[config.mk]
export PLATFORM = sky130hd
export DESIGN_NAME = uart_rx_os_flat
export DESIGN_NICKNAME = d
export VERILOG_FILES = /design/src/rtl/uart_rx_os_if.sv /design/src/rtl/uart_rx_os.sv /design/src/flat_wrapper.sv
export SDC_FILE = /design/constraint.sdc
export NUM_CORES = 1
export LEC_CHECK = 0
export CAP_MARGIN = 20
export CORE_MARGIN = 3
export CORE_UTILIZATION = 40
export CTS_BUF_LIST = sky130_fd_sc_hd__clkbuf_16
export DETAILED_ROUTE_END_ITERATION = 7
export PLACE_DENSITY = 0.6
export SLEW_MARGIN = 20
export SYNTH_ARGS = -nofsm -noshare
export SYNTH_HDL_FRONTEND = slang
export SYNTH_SLANG_ARGS = --single-unit
[constraint.sdc]
create_clock -name clk -period 2.6 [get_ports clk]
set_clock_uncertainty 0.1 [all_clocks]
set_input_delay 0.52 -clock clk [delete_from_list [all_inputs] [get_ports clk]]
set_output_delay 0.52 -clock clk [all_outputs]
set_load 0.005 [all_outputs]
[src/rtl/uart_rx_os_if.sv]
// Serial-line side of the oversampling UART receiver: the RxD pin plus the
// received payload, its completion strobe, error flags and busy indication.
interface uart_rx_os_if #(
  parameter int DATA_BITS = 8
);
  logic                 RxD;
  logic [DATA_BITS-1:0] RxData;
  logic                 valid_rx;
  logic                 Parity_error;
  logic                 Stop_error;
  logic                 rx_busy;

  modport master (output RxD, input RxData, valid_rx, Parity_error, Stop_error, rx_busy);
  modport slave  (input RxD, output RxData, valid_rx, Parity_error, Stop_error, rx_busy);
endinterface

[src/rtl/uart_rx_os.sv]
// UART receiver with 16x oversampling, 3-sample mid-bit majority vote,
// optional parity check and stop-bit check; one-cycle valid strobe per frame.
//
// state  | meaning
// IDLE   | waiting for a high-to-low edge on the synchronized line
// START  | verifying the start bit; a high majority is treated as a glitch
// DATA   | collecting DATA_BITS payload bits, LSB first
// PARITY | capturing the parity bit
// STOP   | deciding the stop bit at mid-bit and publishing the frame
module uart_rx_os #(
  parameter int DATA_BITS  = 8,
  parameter int CLK_FREQ   = 50_000_000,
  parameter int BAUD_RATE  = 9600,
  parameter int PARITY_EN  = 1,
  parameter int PARITY_ODD = 0
) (
  input  logic         clk,
  input  logic         reset,
  uart_rx_os_if.slave  bus
);
  localparam int DIV   = CLK_FREQ / (BAUD_RATE * 16);
  localparam int DIV_W = (DIV > 1) ? $clog2(DIV) : 1;
  localparam int IDX_W = (DATA_BITS > 1) ? $clog2(DATA_BITS) : 1;

  typedef enum logic [2:0] {IDLE, START, DATA, PARITY, STOP} state_t;

  state_t               r_state, w_state_nxt;
  logic                 r_rx_meta, r_rxs, r_rxs_prev;
  logic [DIV_W-1:0]     r_div, w_div_nxt;
  logic [3:0]           r_s, w_s_nxt;
  logic [IDX_W-1:0]     r_idx, w_idx_nxt;
  logic [1:0]           r_smp, w_smp_nxt;
  logic [DATA_BITS-1:0] r_shift, w_shift_nxt;
  logic                 r_pbit, w_pbit_nxt;
  logic [DATA_BITS-1:0] r_data, w_data_nxt;
  logic                 r_valid, w_valid_nxt;
  logic                 r_perr, w_perr_nxt;
  logic                 r_serr, w_serr_nxt;
  logic                 r_busy;
  logic                 w_tick, w_fall, w_maj, w_exp_par;

  assign w_tick    = (r_div == '0);
  assign w_fall    = r_rxs_prev & ~r_rxs;
  // samples from s=7 and s=8 are stored; the s=9 sample is the live line
  assign w_maj     = (r_smp[0] & r_smp[1]) | (r_smp[0] & r_rxs) | (r_smp[1] & r_rxs);
  assign w_exp_par = (^r_shift) ^ (PARITY_ODD != 0);

  always_ff @(posedge clk) begin
    if (reset) begin
      r_rx_meta  <= 1'b1;
      r_rxs      <= 1'b1;
      r_rxs_prev <= 1'b1;
      r_state    <= IDLE;
      r_div      <= '0;
      r_s        <= '0;
      r_idx      <= '0;
      r_smp      <= '0;
      r_shift    <= '0;
      r_pbit     <= 1'b0;
      r_data     <= '0;
      r_valid    <= 1'b0;
      r_perr     <= 1'b0;
      r_serr     <= 1'b0;
      r_busy     <= 1'b0;
    end else begin
      r_rx_meta  <= bus.RxD;
      r_rxs      <= r_rx_meta;
      r_rxs_prev <= r_rxs;
      r_state    <= w_state_nxt;
      r_div      <= w_div_nxt;
      r_s        <= w_s_nxt;
      r_idx      <= w_idx_nxt;
      r_smp      <= w_smp_nxt;
      r_shift    <= w_shift_nxt;
      r_pbit     <= w_pbit_nxt;
      r_data     <= w_data_nxt;
      r_valid    <= w_valid_nxt;
      r_perr     <= w_perr_nxt;
      r_serr     <= w_serr_nxt;
      r_busy     <= (w_state_nxt != IDLE);
    end
  end

  always_comb begin
    w_state_nxt = r_state;
    w_div_nxt   = w_tick ? DIV_W'(DIV - 1) : r_div - 1'b1;
    w_s_nxt     = w_tick ? r_s + 4'd1 : r_s;
    w_idx_nxt   = r_idx;
    w_smp_nxt   = r_smp;
    w_shift_nxt = r_shift;
    w_pbit_nxt  = r_pbit;
    w_data_nxt  = r_data;
    w_valid_nxt = 1'b0;
    w_perr_nxt  = r_perr;
    w_serr_nxt  = r_serr;
    if (w_tick && r_s == 4'd7) w_smp_nxt[0] = r_rxs;
    if (w_tick && r_s == 4'd8) w_smp_nxt[1] = r_rxs;
    unique case (r_state)
      IDLE: begin
        w_s_nxt = '0;
        if (w_fall) begin
          w_state_nxt = START;
          w_div_nxt   = DIV_W'(DIV - 1);
        end
      end
      START: begin
        if (w_tick && r_s == 4'd9 && w_maj) begin
          w_state_nxt = IDLE;
        end else if (w_tick && r_s == 4'd15) begin
          w_state_nxt = DATA;
          w_idx_nxt   = '0;
        end
      end
      DATA: begin
        if (w_tick && r_s == 4'd9) w_shift_nxt = {w_maj, r_shift[DATA_BITS-1:1]};
        if (w_tick && r_s == 4'd15) begin
          if (r_idx == IDX_W'(DATA_BITS - 1)) w_state_nxt = (PARITY_EN != 0) ? PARITY : STOP;
          else                                w_idx_nxt   = r_idx + 1'b1;
        end
      end
      PARITY: begin
        if (w_tick && r_s == 4'd9)  w_pbit_nxt  = w_maj;
        if (w_tick && r_s == 4'd15) w_state_nxt = STOP;
      end
      STOP: begin
        // leaving at mid-stop leaves half a bit of slack to catch the next start edge
        if (w_tick && r_s == 4'd9) begin
          w_data_nxt  = r_shift;
          w_perr_nxt  = (PARITY_EN != 0) && (r_pbit != w_exp_par);
          w_serr_nxt  = ~w_maj;
          w_valid_nxt = 1'b1;
          w_state_nxt = IDLE;
        end
      end
      default: w_state_nxt = IDLE;
    endcase
  end

  assign bus.RxData       = r_data;
  assign bus.valid_rx     = r_valid;
  assign bus.Parity_error = r_perr;
  assign bus.Stop_error   = r_serr;
  assign bus.rx_busy      = r_busy;
endmodule

[src/flat_wrapper.sv]
// flat-port wrapper written by rule: the top's interface ports become plain ports
module uart_rx_os_flat 
#(
  parameter int DATA_BITS  = 8,
  parameter int CLK_FREQ   = 50_000_000,
  parameter int BAUD_RATE  = 9600,
  parameter int PARITY_EN  = 1,
  parameter int PARITY_ODD = 0
)
  (clk, reset, bus_RxD, bus_RxData, bus_valid_rx, bus_Parity_error, bus_Stop_error, bus_rx_busy);
  uart_rx_os_if #(.DATA_BITS(DATA_BITS)) bus_i ();
  input  logic clk;
  input  logic reset;
  input wire logic [$bits(bus_i.RxD)-1:0] bus_RxD;
  output wire logic [$bits(bus_i.RxData)-1:0] bus_RxData;
  output wire logic [$bits(bus_i.valid_rx)-1:0] bus_valid_rx;
  output wire logic [$bits(bus_i.Parity_error)-1:0] bus_Parity_error;
  output wire logic [$bits(bus_i.Stop_error)-1:0] bus_Stop_error;
  output wire logic [$bits(bus_i.rx_busy)-1:0] bus_rx_busy;
  assign bus_i.RxD = bus_RxD;
  assign bus_RxData = bus_i.RxData;
  assign bus_valid_rx = bus_i.valid_rx;
  assign bus_Parity_error = bus_i.Parity_error;
  assign bus_Stop_error = bus_i.Stop_error;
  assign bus_rx_busy = bus_i.rx_busy;
  uart_rx_os #(.DATA_BITS(DATA_BITS), .CLK_FREQ(CLK_FREQ), .BAUD_RATE(BAUD_RATE), .PARITY_EN(PARITY_EN), .PARITY_ODD(PARITY_ODD)) u_core (.clk(clk), .reset(reset), .bus(bus_i));
endmodule
==> impl_metrics.ini <==
[run_status]
outcome = finished, final reports clean

[critical_path]
cp-start-kind = register
worstPathMaxFanout = 5
crit_chain = inv_1, ha_1, or4b_4, nor4_4, a211oi_2, or4b_1
cpLargestDelayFamily = simple AND/OR/NAND/NOR gates
critical_path_class = register to register
cp_slowest_stage_delay_ps = 530
crit_path_end_kind = register
worstPathRequired_ps = 2660
worst-path-buf-inv = 1
worstPathArrival_ps = 2310
cp_slowest_cell = or4b_4

[clocking]
cts_buffers = 5
cts_root_buf = clkbuf_16
cts_resized = 0
cts_setup_buffers = 0
cts_tree = built
htree_levels = 2
clkLatencyLatePin_ps = 290
clk_pin_slew_ps = 60
holdBufCountCts = 0
clockBufferDepth = 2
cts_sinks = 45

[die]
rows = 25
die_w_um = 78.6
initial_core_util_pct = 42.9
core_area_sq_um = 4910
die_area_sq_um = 6180
die_h_um = 78.6
io_pins = 15

[global_routing]
antenna_found_initial = 0
grt_pass1_wl_mm = 6.96
grt_pass1_vias = 1490
grt_max_degree = 29
grt_usage_pct = 14.1
grt-ovfl-total = 0

[placement]
portBuffers = 14
placed_cells = 297
place_congestion = 0.827
dp_hpwl_mm = 2.74

[timing]
min_period_ps = 2260
finalSetupTns_ps = 0
slew_headroom_pct = 74.1
fmax_mhz = 443
finalHoldViolations = 0
slew_violations = 0
worstMarginPinSlew_ps = 385
setup_violations = 0
rsz0062_at_grt = no
period_share_pct = 86.8

[power]
power_frac_seq_pct = 40.3
internal_power_uw = 1490
swShare_pct = 30.9
p_comb_share_pct = 26.4
leakagePower_uw = 0.000974
cellPowerDensity_nw_per_um2 = 866
clkPwrFrac_pct = 33.3
p_switching_uw = 664
fin_total_pwr_uw = 2150
ir_drop_mv = 0.606

[synth]
syn_area_sq_um = 2110
ys_warn_count = 0
synth_most_common_cell = dfxtp_1
ys_ff_latch = 45
ys_top_cells_by_area = dfxtp_1 43%, mux2i_1 5.2%, nor2_1 4.5%
synth_edf_count = 0
yosysUniqueCellTypes = 46
ys_seq_area_share_pct = 42.7
yosysTopAreaCell = dfxtp_1
postSynthCellCount = 220
synth_nets = 230
ys.flop_type = dfxtp_1
synth_common_cells = 45 x dfxtp_1, 25 x nor2_1, 15 x a21oi_1
async_reset_ff_share_pct = 0
netlist.area_leader.share_pct = 42.7
syn_area_per_cell_sq_um = 9.58

[drt]
ant_nets = 0
via_per_inst = 5.11
dr_total_vias = 1559
route.detailed.drc = 0
firstDrtPassIters = 4
wl_per_cell_um = 12.6
drt-initial-drc-count = 108
wl_mm = 3.85

[finish]
finish.utilization_pct = 50.6
instances_no_fill = 305
nets = 247
area_growth_pct = 17.8
diodes = 0
drive_gt1_share_pct = 11.8

[min_path]
min_path_type = register to register

[job]
cap_violations = 0
sequential cells by signal (all words and copies together) (netlist names):
signal and flops:
u_core.bus.valid_rx 1, u_core.bus.Stop_error 1, u_core.r_idx 3, u_core.r_smp 2, u_core.r_rxs 1, u_core.bus.Parity_error 1, u_core.r_rxs_prev 1, u_core.r_div 9
u_core.bus.rx_busy 1, u_core.r_rx_meta 1, u_core.r_pbit 1, u_core.bus.RxData 8, u_core.r_state 3, u_core.r_shift 8, u_core.r_s 4
metal layers:
| metal | track usage (%) | vias to the layer above | part of all wire (%) | wire length [um] |
|---|---|---|---|---|
| met5 | 0 | - | 0 | 0 |
| met4 | 5.77 | 0 | 1.4 | 55 |
| met3 | 3.56 | 5 | 3.9 | 152 |
| met2 | 21.1 | 22 | 43 | 1660 |
| met1 | 19.3 | 721 | 51 | 1980 |
| li1 | - | 811 | - | - |
layout make-up:
class,instances,area (sq um)
clock inverters,3,46.3
inverters,7,26.3
clock buffers,5,125
fillers,484,2430
repair buffers,20,185
multi-input cells,158,1120
flip-flops and latches,45,901
well taps,67,83.8
stage by stage:
stage / instance area, sq um / setup WS [ps] / hold slack [ps]
after global placement: 2310 / 343 / 293
after global routing: 2480 / 213 / 323
after detailed placement: 2310 / 311 / 298
after CTS: 2480 / 350 / 312
final: 2480 / 344 / 311
after floorplan: 2110 / 471 / 289
worst paths after layout:
| kind | to | start | cells past startpoint | slack [ps] |
|---|---|---|---|---|
| worst max-delay path | u_core.bus.rx_busy$_SDFF_PP0_ | u_core.r_div[0]$_SDFF_PP0_ | 6 | 340 |
| worst min-delay path | u_core.r_rxs$_SDFF_PP1_ | u_core.r_rx_meta$_SDFF_PP1_ | 1 | 310 |
| worst max register to register | u_core.bus.rx_busy$_SDFF_PP0_ | u_core.r_div[0]$_SDFF_PP0_ | 6 | 340 |
| worst min register to register | u_core.r_rxs$_SDFF_PP1_ | u_core.r_rx_meta$_SDFF_PP1_ | 1 | 310 |
logic make-up (layout without fill, tap and decap cells):
family          Yosys count  after routing  share of synthesized area (%)
simple gates             88             88                           25.9
flops                    45             45                           42.7
compound gates           36             36                           10.2
buf+inv                  17             35                           4.33
xor+xnor                 14             14                           6.47
mux                      12             12                           5.76
fa+ha+maj                 8              8                           4.63
cell usage in the layout, fill, tap and decap left out, types with 2 or more instances in the layout:
cell type	synthesis	layout
nand2_1	9	9
a21oi_1	15	15
nand3_1	13	13
clkdlybuf4s50_1	0	14
dfxtp_1	45	45
nor4_1	3	3
nor2_1	25	25
nand4_1	3	3
nand2b_1	3	3
xor2_1	4	4
inv_1	7	7
clkbuf_16	0	5
o31ai_1	2	2
mux2i_1	11	11
nor3b_1	3	3
a22o_1	2	2
buf_4	1	6
o21ai_0	10	10
or2_2	5	5
ha_1	7	7
nor4_4	3	3
nor2b_1	4	4
and3b_1	2	2
xnor2_1	9	9
nor3_1	3	3
nor4b_1	2	2
a31oi_1	3	3
power groups by stage:
stage / registers [uW] / logic (uW) / clock network, uW
floorplan: 862 / 447 / 0
global placement: 881 / 572 / 0
detailed placement: 883 / 568 / 0
CTS: 866 / 572 / 736
global route: 884 / 631 / 773
finish: 867 / 569 / 716
Note: power is estimated with default switching activity, not from simulation.
==> patch (same settings) <==
Take the reset off `r_s`, `r_shift` and `r_data` and load them in a clocked block of their own.
--- a/src/rtl/uart_rx_os.sv
+++ b/src/rtl/uart_rx_os.sv
@@ -54,8 +54,5 @@
       r_div      <= '0;
-      r_s        <= '0;
       r_idx      <= '0;
       r_smp      <= '0;
-      r_shift    <= '0;
       r_pbit     <= 1'b0;
-      r_data     <= '0;
       r_valid    <= 1'b0;
@@ -70,8 +67,5 @@
       r_div      <= w_div_nxt;
-      r_s        <= w_s_nxt;
       r_idx      <= w_idx_nxt;
       r_smp      <= w_smp_nxt;
-      r_shift    <= w_shift_nxt;
       r_pbit     <= w_pbit_nxt;
-      r_data     <= w_data_nxt;
       r_valid    <= w_valid_nxt;
@@ -81,2 +75,8 @@
     end
+  end
+
+  always_ff @(posedge clk) begin
+    r_s     <= w_s_nxt;
+    r_shift <= w_shift_nxt;
+    r_data  <= w_data_nxt;
   end
Check against the original RTL: no difference found for any inputs over 10 cycles, from zero or initial values and one cycle with reset high; that may be too few to reach the edited logic, so the function may still have changed.
==> patch against the original RTL <==
- global-route usage shrank 0.78 points
- routed wire length shrank 17%
- setup slack gained 0.15 ns
- sequential cell count is the same
- synthesized area shrank 9.1%
- combinational power shrank 37%
- power shrank 11%
- design area shrank 8.5%
- die area shrank 8.5%
- critical endpoint is now u_core.bus.RxData[1]$_DFFE_PP_
==> patch: results (changes against the original RTL) <==
** Final layout
- Area growth from synthesis to final layout :: 18.7% (was 17.8%)
- The count of filler cells inserted in the layout came to 387 (was 484).

** Synth
- Ranking of synthesized cells by area: sky130_fd_sc_hd__dfxtp_1 (30%), sky130_fd_sc_hd__edfxtp_1 (25%), sky130_fd_sc_hd__ha_1 (4.6%) (was sky130_fd_sc_hd__dfxtp_1 (43%), sky130_fd_sc_hd__mux2i_1 (5.2%), sky130_fd_sc_hd__nor2_1 (4.5%)).
- Number of distinct library cell variants in the gate-level netlist after synthesis :: 42 (was 46)
- The portion of the post-synthesis area used by sequential elements was 55.4% (was 42.7%).
- Most common library cells after synthesis :: sky130_fd_sc_hd__dfxtp_1 (29), sky130_fd_sc_hd__nor2_1 (21), sky130_fd_sc_hd__edfxtp_1 (16) (was sky130_fd_sc_hd__dfxtp_1 (45), sky130_fd_sc_hd__nor2_1 (25), sky130_fd_sc_hd__a21oi_1 (15))
- Mapped Nets :: 179 (was 230)

** Critical path
- The worst-path maximum fanout came to 9 (was 5).
- The critical path endpoint is u_core.bus.RxData[1]$_DFFE_PP_ (was u_core.bus.rx_busy$_SDFF_PP0_).
- The cell type of the slowest stage on the worst timing path was sky130_fd_sc_hd__and4_1 (was sky130_fd_sc_hd__or4b_4).

** Placement
- Total instance count after detailed placement :: 231 (was 297)
- Pre-CTS setup slack :: 0.473 ns (was 0.311 ns)
- The half-perimeter wire length of the detailed placement result was 2.41 mm (was 2.74 mm).

** Outcome
- Status :: finished clean (unchanged)

** Power and ir drop
- The worst IR drop on VDD was 0.363 mV (was 0.606 mV).

** Drt
- Vias after detailed routing :: 1227 (was 1559)
- The total length of routed wires is 3.20 mm (was 3.85 mm).
- The detailed-route wire length on metal 1 is 1.39 mm (was 1.98 mm).
- Met2 layer wire length in the routed design :: 1.61 mm (was 1.66 mm)
- Wire length on met3 :: 140 um (was 152 um)

** STA
- Highest attainable clock frequency :: 475 MHz (was 443 MHz)

** GRT
- The met1 routing resource usage after global routing is 15.3% (was 19.3%).
- Met2 routing resource usage after global routing :: 21.8% (was 21.1%)
- Number of global-route vias before repair :: 1191 (was 1490)
- The first-pass GRT wire length came to 5.53 mm (was 6.96 mm).
- Met3 Usage GRT :: 4.54% (was 3.56%)
- Total track usage :: 13.3% (was 14.1%)
==> patch: cell types whose count changed in the layout (fill, tap and decap cells not counted), moves of 4 or more <==
cell                       change
sky130_fd_sc_hd__edfxtp_1     +16
sky130_fd_sc_hd__o21ai_0       -9
sky130_fd_sc_hd__mux2i_1       -6
sky130_fd_sc_hd__a21oi_1       -8
sky130_fd_sc_hd__nand2_1       -4
sky130_fd_sc_hd__nor2_1        -4
sky130_fd_sc_hd__dfxtp_1      -16
sky130_fd_sc_hd__nand3_1      -10
==> patch: cells by family after synthesis <==
logic type / share of synthesized area (%)
buffers and inverters: 3.66
adder cells (fa/ha/maj): 5.09
multiplexers: 2.61
AO/OA/AOI/OAI: 6.79
flip-flops: 55.4
AND/OR/NAND/NOR: 18.4
XOR/XNOR: 8.03
==> patch: where the power goes <==
part           total, mW  switching, mW  internal [mW]
clock              0.694          0.245          0.449
sequential         0.855         0.0689          0.786
combinational      0.358          0.192          0.166
